## src/rtl/foc_pkg.sv

```systemverilog
// foc_pkg: shared constants for the FOC current path.
//   GUARD_BITS   : headroom bits added above the sample width inside the Clarke datapath
//   SQRT3_SHIFTS : arithmetic right-shift amounts whose floored sum approximates sqrt(3)
//   mode_e       : per-sample phase mode (MODE_3PH uses ia/ib/ic, MODE_2PH derives ic)
package foc_pkg;

    localparam int GUARD_BITS = 3;
    localparam int N_SHIFTS   = 9;

    // Grouped three at a time into the partial sums of the beta path.
    localparam int SQRT3_SHIFTS [N_SHIFTS] = '{0, 1, 3, 4, 5, 7, 8, 10, 11};

    typedef enum logic {
        MODE_3PH = 1'b0,
        MODE_2PH = 1'b1
    } mode_e;

endpackage

```

## src/rtl/clark_tr_p_sat_rnd.sv

```systemverilog
// sat_rnd: reduces a WI-bit signed value to W bits.
//   Build option CLARK_SAT_EN:
//     defined   -> clamp to [-2^(W-1), 2^(W-1)-1], sat flags a clamp
//     undefined -> keep the low W bits (wrap-around), sat is constant 0
// Ports:
//   din  [WI-1:0] signed input
//   dout [W-1:0]  reduced output
//   sat           1 when dout differs from din because of clamping
module sat_rnd #(
    parameter int WI = 19,
    parameter int W  = 16
) (
    input  logic [WI-1:0] din,
    output logic [W-1:0]  dout,
    output logic          sat
);

`ifdef CLARK_SAT_EN
    // The value fits in W bits exactly when every bit from the W-bit sign
    // position upward agrees with the sign bit.
    logic [WI-W:0] top_bits;
    logic          fits;

    assign top_bits = din[WI-1:W-1];
    assign fits     = (&top_bits) | ~(|top_bits);

    always_comb begin
        dout = din[W-1:0];
        sat  = 1'b0;
        if (!fits) begin
            sat  = 1'b1;
            dout = din[WI-1] ? {1'b1, {(W-1){1'b0}}} : {1'b0, {(W-1){1'b1}}};
        end
    end
`else
    // Upper bits are deliberately discarded; the reduction keeps them
    // referenced so the wrap is visibly intentional.
    logic unused_hi;

    assign unused_hi = ^din[WI-1:W];
    assign dout      = din[W-1:0];
    assign sat       = 1'b0;
`endif

endmodule

```

## src/rtl/clark_tr_p.sv

```systemverilog
// clark_tr_p: stallable Clarke transform producing the 3x-scaled alpha/beta frame.
//   alpha = 2*ia - (ib + ic)              (3*ia in 2-phase mode)
//   beta  ~ sqrt(3) * (ib - ic)           (sqrt(3) * (ia + 2*ib) in 2-phase mode)
// Build option CLARK_SAT_EN: saturate results to W bits and report o_sat;
// without it results wrap and o_sat stays 0.
// Parameters: W sample width, TW tag width.
// Ports:
//   clk, rst                 clock, synchronous active-high reset
//   i_en, i_rdy              input valid / input ready
//   i_mode                   0 = 3-phase, 1 = 2-phase (i_ic ignored)
//   i_ia, i_ib, i_ic, i_tag  input sample and sideband tag
//   o_en, i_ordy             output valid / downstream ready
//   o_ialpha, o_ibeta        results
//   o_tag, o_sat             tag of the output sample, clamp flag
//
// Handshake: a sample moves on a rising edge where its valid is 1 and the
// receiver's ready is 1. The whole pipe advances together (adv) unless the
// output holds a sample the downstream refuses; then every stage, valid bit
// and output freezes, and i_rdy = adv drops so the upstream holds its sample.
// Pipeline: input capture -> S1 (ax2/bmc/bpc) -> S2 (alpha, beta partials) -> output.
module clark_tr_p
    import foc_pkg::*;
#(
    parameter int W  = 16,
    parameter int TW = 4
) (
    input  logic          clk,
    input  logic          rst,
    input  logic          i_en,
    output logic          i_rdy,
    input  logic          i_mode,
    input  logic [W-1:0]  i_ia,
    input  logic [W-1:0]  i_ib,
    input  logic [W-1:0]  i_ic,
    input  logic [TW-1:0] i_tag,
    output logic          o_en,
    input  logic          i_ordy,
    output logic [W-1:0]  o_ialpha,
    output logic [W-1:0]  o_ibeta,
    output logic [TW-1:0] o_tag,
    output logic          o_sat
);

    localparam int WI = W + GUARD_BITS;

    logic adv;

    // Input capture stage
    logic                 v0;
    logic                 m0;
    logic [TW-1:0]        tag0;
    logic signed [W-1:0]  ia0, ib0, ic0;

    // Stage 1
    logic                 v1;
    logic [TW-1:0]        tag1;
    logic signed [WI-1:0] ax2_1, bmc_1, bpc_1;

    // Stage 2
    logic                 v2;
    logic [TW-1:0]        tag2;
    logic signed [WI-1:0] alpha_2, p0_2, p1_2, p2_2;

    // Combinational values between stages
    logic signed [WI-1:0] ia_x, ib_x, ic_x;
    logic signed [WI-1:0] ax2_c, bmc_c, bpc_c;
    logic signed [WI-1:0] alpha_c, p0_c, p1_c, p2_c;
    logic signed [WI-1:0] beta_c;
    logic [W-1:0]         alpha_w, beta_w;
    logic                 alpha_sat, beta_sat;

    assign adv   = ~(o_en & ~i_ordy);
    assign i_rdy = adv;

    assign ia_x = {{GUARD_BITS{ia0[W-1]}}, ia0};
    assign ib_x = {{GUARD_BITS{ib0[W-1]}}, ib0};
    assign ic_x = {{GUARD_BITS{ic0[W-1]}}, ic0};

    // 2-phase mode substitutes ic = -ia - ib, which folds into the same
    // ax2/bmc/bpc terms so stage 2 needs no knowledge of the mode.
    always_comb begin
        ax2_c = ia_x <<< 1;
        bmc_c = ib_x - ic_x;
        bpc_c = ib_x + ic_x;
        if (m0 == MODE_2PH) begin
            bmc_c = ia_x + (ib_x <<< 1);
            bpc_c = -ia_x;
        end
    end

    // Floored shifts: each term truncates toward -inf, so beta is slightly
    // asymmetric for positive and negative bmc of equal magnitude.
    assign alpha_c = ax2_1 - bpc_1;
    assign p0_c = (bmc_1 >>> SQRT3_SHIFTS[0]) + (bmc_1 >>> SQRT3_SHIFTS[1]) + (bmc_1 >>> SQRT3_SHIFTS[2]);
    assign p1_c = (bmc_1 >>> SQRT3_SHIFTS[3]) + (bmc_1 >>> SQRT3_SHIFTS[4]) + (bmc_1 >>> SQRT3_SHIFTS[5]);
    assign p2_c = (bmc_1 >>> SQRT3_SHIFTS[6]) + (bmc_1 >>> SQRT3_SHIFTS[7]) + (bmc_1 >>> SQRT3_SHIFTS[8]);

    assign beta_c = p0_2 + p1_2 + p2_2;

    sat_rnd #(.WI(WI), .W(W)) u_sat_alpha (
        .din  (alpha_2),
        .dout (alpha_w),
        .sat  (alpha_sat)
    );

    sat_rnd #(.WI(WI), .W(W)) u_sat_beta (
        .din  (beta_c),
        .dout (beta_w),
        .sat  (beta_sat)
    );

    always_ff @(posedge clk) begin
        if (rst) begin
            v0       <= 1'b0;
            m0       <= 1'b0;
            tag0     <= '0;
            ia0      <= '0;
            ib0      <= '0;
            ic0      <= '0;
            v1       <= 1'b0;
            tag1     <= '0;
            ax2_1    <= '0;
            bmc_1    <= '0;
            bpc_1    <= '0;
            v2       <= 1'b0;
            tag2     <= '0;
            alpha_2  <= '0;
            p0_2     <= '0;
            p1_2     <= '0;
            p2_2     <= '0;
            o_en     <= 1'b0;
            o_ialpha <= '0;
            o_ibeta  <= '0;
            o_tag    <= '0;
            o_sat    <= 1'b0;
        end else if (adv) begin
            // Data registers load only with a valid sample; bubbles keep the
            // previous contents, so the outputs hold their last result.
            v0 <= i_en;
            if (i_en) begin
                m0   <= i_mode;
                tag0 <= i_tag;
                ia0  <= i_ia;
                ib0  <= i_ib;
                ic0  <= i_ic;
            end

            v1 <= v0;
            if (v0) begin
                tag1  <= tag0;
                ax2_1 <= ax2_c;
                bmc_1 <= bmc_c;
                bpc_1 <= bpc_c;
            end

            v2 <= v1;
            if (v1) begin
                tag2    <= tag1;
                alpha_2 <= alpha_c;
                p0_2    <= p0_c;
                p1_2    <= p1_c;
                p2_2    <= p2_c;
            end

            o_en <= v2;
            if (v2) begin
                o_ialpha <= alpha_w;
                o_ibeta  <= beta_w;
                o_tag    <= tag2;
                o_sat    <= alpha_sat | beta_sat;
            end
        end
    end

endmodule

```

## config.mk

```make
export PLATFORM = sky130hd
export DESIGN_NAME = clark_tr_p
export DESIGN_NICKNAME = d
export VERILOG_FILES = /design/src/rtl/foc_pkg.sv /design/src/rtl/clark_tr_p_sat_rnd.sv /design/src/rtl/clark_tr_p.sv
export SDC_FILE = /design/constraint.sdc
export NUM_CORES = 1
export LEC_CHECK = 0
export CAP_MARGIN = 25
export CORE_MARGIN = 3
export CORE_UTILIZATION = 40
export DETAILED_ROUTE_END_ITERATION = 7
export MAX_ROUTING_LAYER = met4
export PLACE_DENSITY_LB_ADDON = 0.08
export SYNTH_ARGS = -nofsm -noshare
export SYNTH_HDL_FRONTEND = slang
export SYNTH_HIERARCHICAL = 1
export SYNTH_SLANG_ARGS = --single-unit
export TNS_END_PERCENT = 10
```

## constraint.sdc

```tcl
create_clock -name clk -period 3.2 [get_ports clk]
set_input_delay 0.48 -clock clk [delete_from_list [all_inputs] [get_ports clk]]
set_output_delay 0.48 -clock clk [all_outputs]
set_load 0.005 [all_outputs]
```

==> results.py <==
metrics = {
    "layout": {
        "area_growth_pct": 14.76,
        "utilization_pct": 47.13,
        "drive_gt1_share_pct": 5.801,
        "num-nets-final": 1932,
    },
    "critical_path": {
        "endpoint_kind": "register",
        "crit_fanout": 5,
        "critical_path_class": "reg -> reg",
        "startpoint_type": "register",
        "arrival_ns": 3.39,
        "crit_required_ns": 3.63,
    },
    "outcome": {
        "status": "completed",
    },
    "grt": {
        "antenna_found_initial": 1,
        "grt_pass1_wl_mm": 57.98,
        "overflow": 0,
        "grt_usage_pct": 20.19,
        "grt_pass1_vias": 10710,
        "grt_max_degree": 86,
    },
    "sta": {
        "clock_skew_ns": 0.01216,
        "relSlewSlack_pct": 43.86,
        "tightest_slew_ns": 0.8390,
        "period_minus_slack_ns": 2.952,
        "hold_violations": 0,
        "fin_crit_sh_pct": 92.26,
        "max_clock_freq_mhz": 338.7,
        "drv_slew": 0,
        "hold_ws_ns": 0.4262,
        "rsz0062_at_grt": "false",
        "setup_tns_ns": 0,
        "final-setup-viol-count": 0,
    },
    "pwr": {
        "power_mw": 7.609,
        "leakagePower_nw": 6.323,
        "ir_drop_uv": 378.8,
        "power_density_nw_per_um2": 491.2,
    },
    "die": {
        "die_area_um2": 35980,
        "initial_utilization_pct": 41.07,
        "dieHeight_um": 189.7,
        "ios": 96,
        "die_w_um": 189.7,
        "core_area_um2": 32870,
        "rows": 66,
    },
    "yosys": {
        "synthCells": 1693,
        "syn_area_per_cell_um2": 7.973,
        "ys_warn_count": 6,
        "syn-num-nets": 1903,
        "synthesis.area_um2": 13500,
    },
    "route": {
        "drtIter0Drc": 586,
        "routed_wl_mm": 35.67,
        "dr.pass1.iters": 7,
        "via_per_inst": 5.162,
        "drc": 0,
        "vias": 11270,
        "wl_per_cell_um": 16.33,
        "ant_nets": 0,
    },
    "cts": {
        "clk_latency_ns": 0.55,
        "cts-buffers-inserted": 25,
        "cts_root_buf": "clkbuf_16",
        "cts_sinks": 208,
        "clock_path_buffers": 3,
        "clk_pin_slew_ns": 0.07,
        "postCtsSetupBuffers": 0,
        "cts_tree": "built",
        "htreeDepth": 1,
    },
    "min_path": {
        "hold_path.class": "in -> reg",
    },
    "placed_design": {
        "place_congestion": 0.8531,
        "dp_hpwl_mm": 27.33,
        "port_buffers": 95,
    },
    "job": {
        "maxCapViolCount": 0,
    },
}
-- critical path: stages (launching register included) --
cell and delay (ns):
dfxtp_2 0.40, buf_4 0.17, fa_1 0.42, ha_1 0.24, fa_1 0.41, a21o_1 0.17, a21oi_1 0.24, nor2b_1 0.08
o21a_1 0.18, o21ai_0 0.23, a21oi_1 0.10, nor3_1 0.14, nor2_1 0.06
-- placed cells by master (no fill, tap or decap), types with 7 or more instances in the layout --
cell / n
inv_1: 80
fa_1: 46
ha_1: 107
xor2_1: 26
nand2b_1: 10
a31oi_1: 7
nor2b_1: 13
o21a_1: 19
nand4_1: 8
a21o_1: 29
dfxtp_1: 207
o21ai_0: 43
o21bai_1: 11
buf_4: 35
or3_1: 8
clkdlybuf4s50_1: 94
nand2_1: 341
o21ai_1: 9
clkbuf_1: 7
nand3_1: 12
nor2_1: 105
nor4_1: 7
o31a_1: 10
nor3_1: 29
a211oi_1: 24
a21oi_1: 232
a22o_1: 9
clkbuf_16: 25
o211ai_1: 11
xnor2_1: 65
clkbuf_8: 7
-- registers in the layout (all words and copies together), names as in the netlist --
name / flops
o_en: 1
ia0: 16
bpc_1: 15
v2: 1
bmc_1: 18
tag1: 4
p0_2: 16
alpha_2: 16
o_ibeta: 16
o_tag: 4
tag0: 4
p1_2: 16
ib0: 16
o_ialpha: 16
tag2: 4
p2_2: 10
v1: 1
ic0: 16
m0: 1
o_sat: 1
ax2_1: 15
v0: 1
-- worst paths after layout --
kind / end / depth (start not counted) / start / slack, ns
worst max-delay path: p2_2[9] / 12 / bmc_1[11] / 0.25
worst min register to register: tag1[0] / 2 / tag0[0] / 0.45
worst max register to register: p2_2[9] / 12 / bmc_1[11] / 0.25
worst min-delay path: bmc_1[5] / 2 / rst / 0.43
-- per-layer routing --
layer  track usage, %  wire (um)
met1            28.69      17830
met2            31.17      15670
met3            2.248       1415
met4            4.350        748
met5                -          0
-- where the power goes --
group	switching, mW	internal (mW)	leakage (nW)
Sequential	0.132	2.72	1.70
Combinational	1.03	0.783	4.22
Clock	1.17	1.77	0.409
-- area by class of cell --
cell class,count,area (um2)
antenna,1,2.502
clock buffer,39,748.2
clock inverter,7,107.6
fill,3418,17380
inverter,82,307.8
multi-input combinational,1272,8330
sequential,208,4165
tap,442,553.0
timing repair buffer,133,1275
-- metrics by stage --
stage / instances / setup WS (ns) / area (um2)
after floorplan: 1693 / 0.1519 / 13500
after detailed placement: 2137 / 0.1888 / 14630
after CTS: 2183 / 0.1674 / 15480
after global routing: 2184 / 0.01477 / 15490
after global placement: 2137 / 0.2367 / 14630
final: 2184 / 0.2478 / 15490
-- repair_timing --
action	in CTS	in global routing
gates resized for setup	0	2
hold buffers	0	0
endpoints found under the setup margin	0	3
hold endpoints to repair	0	0
No activity file was read; power rests on OpenSTA's default activity.
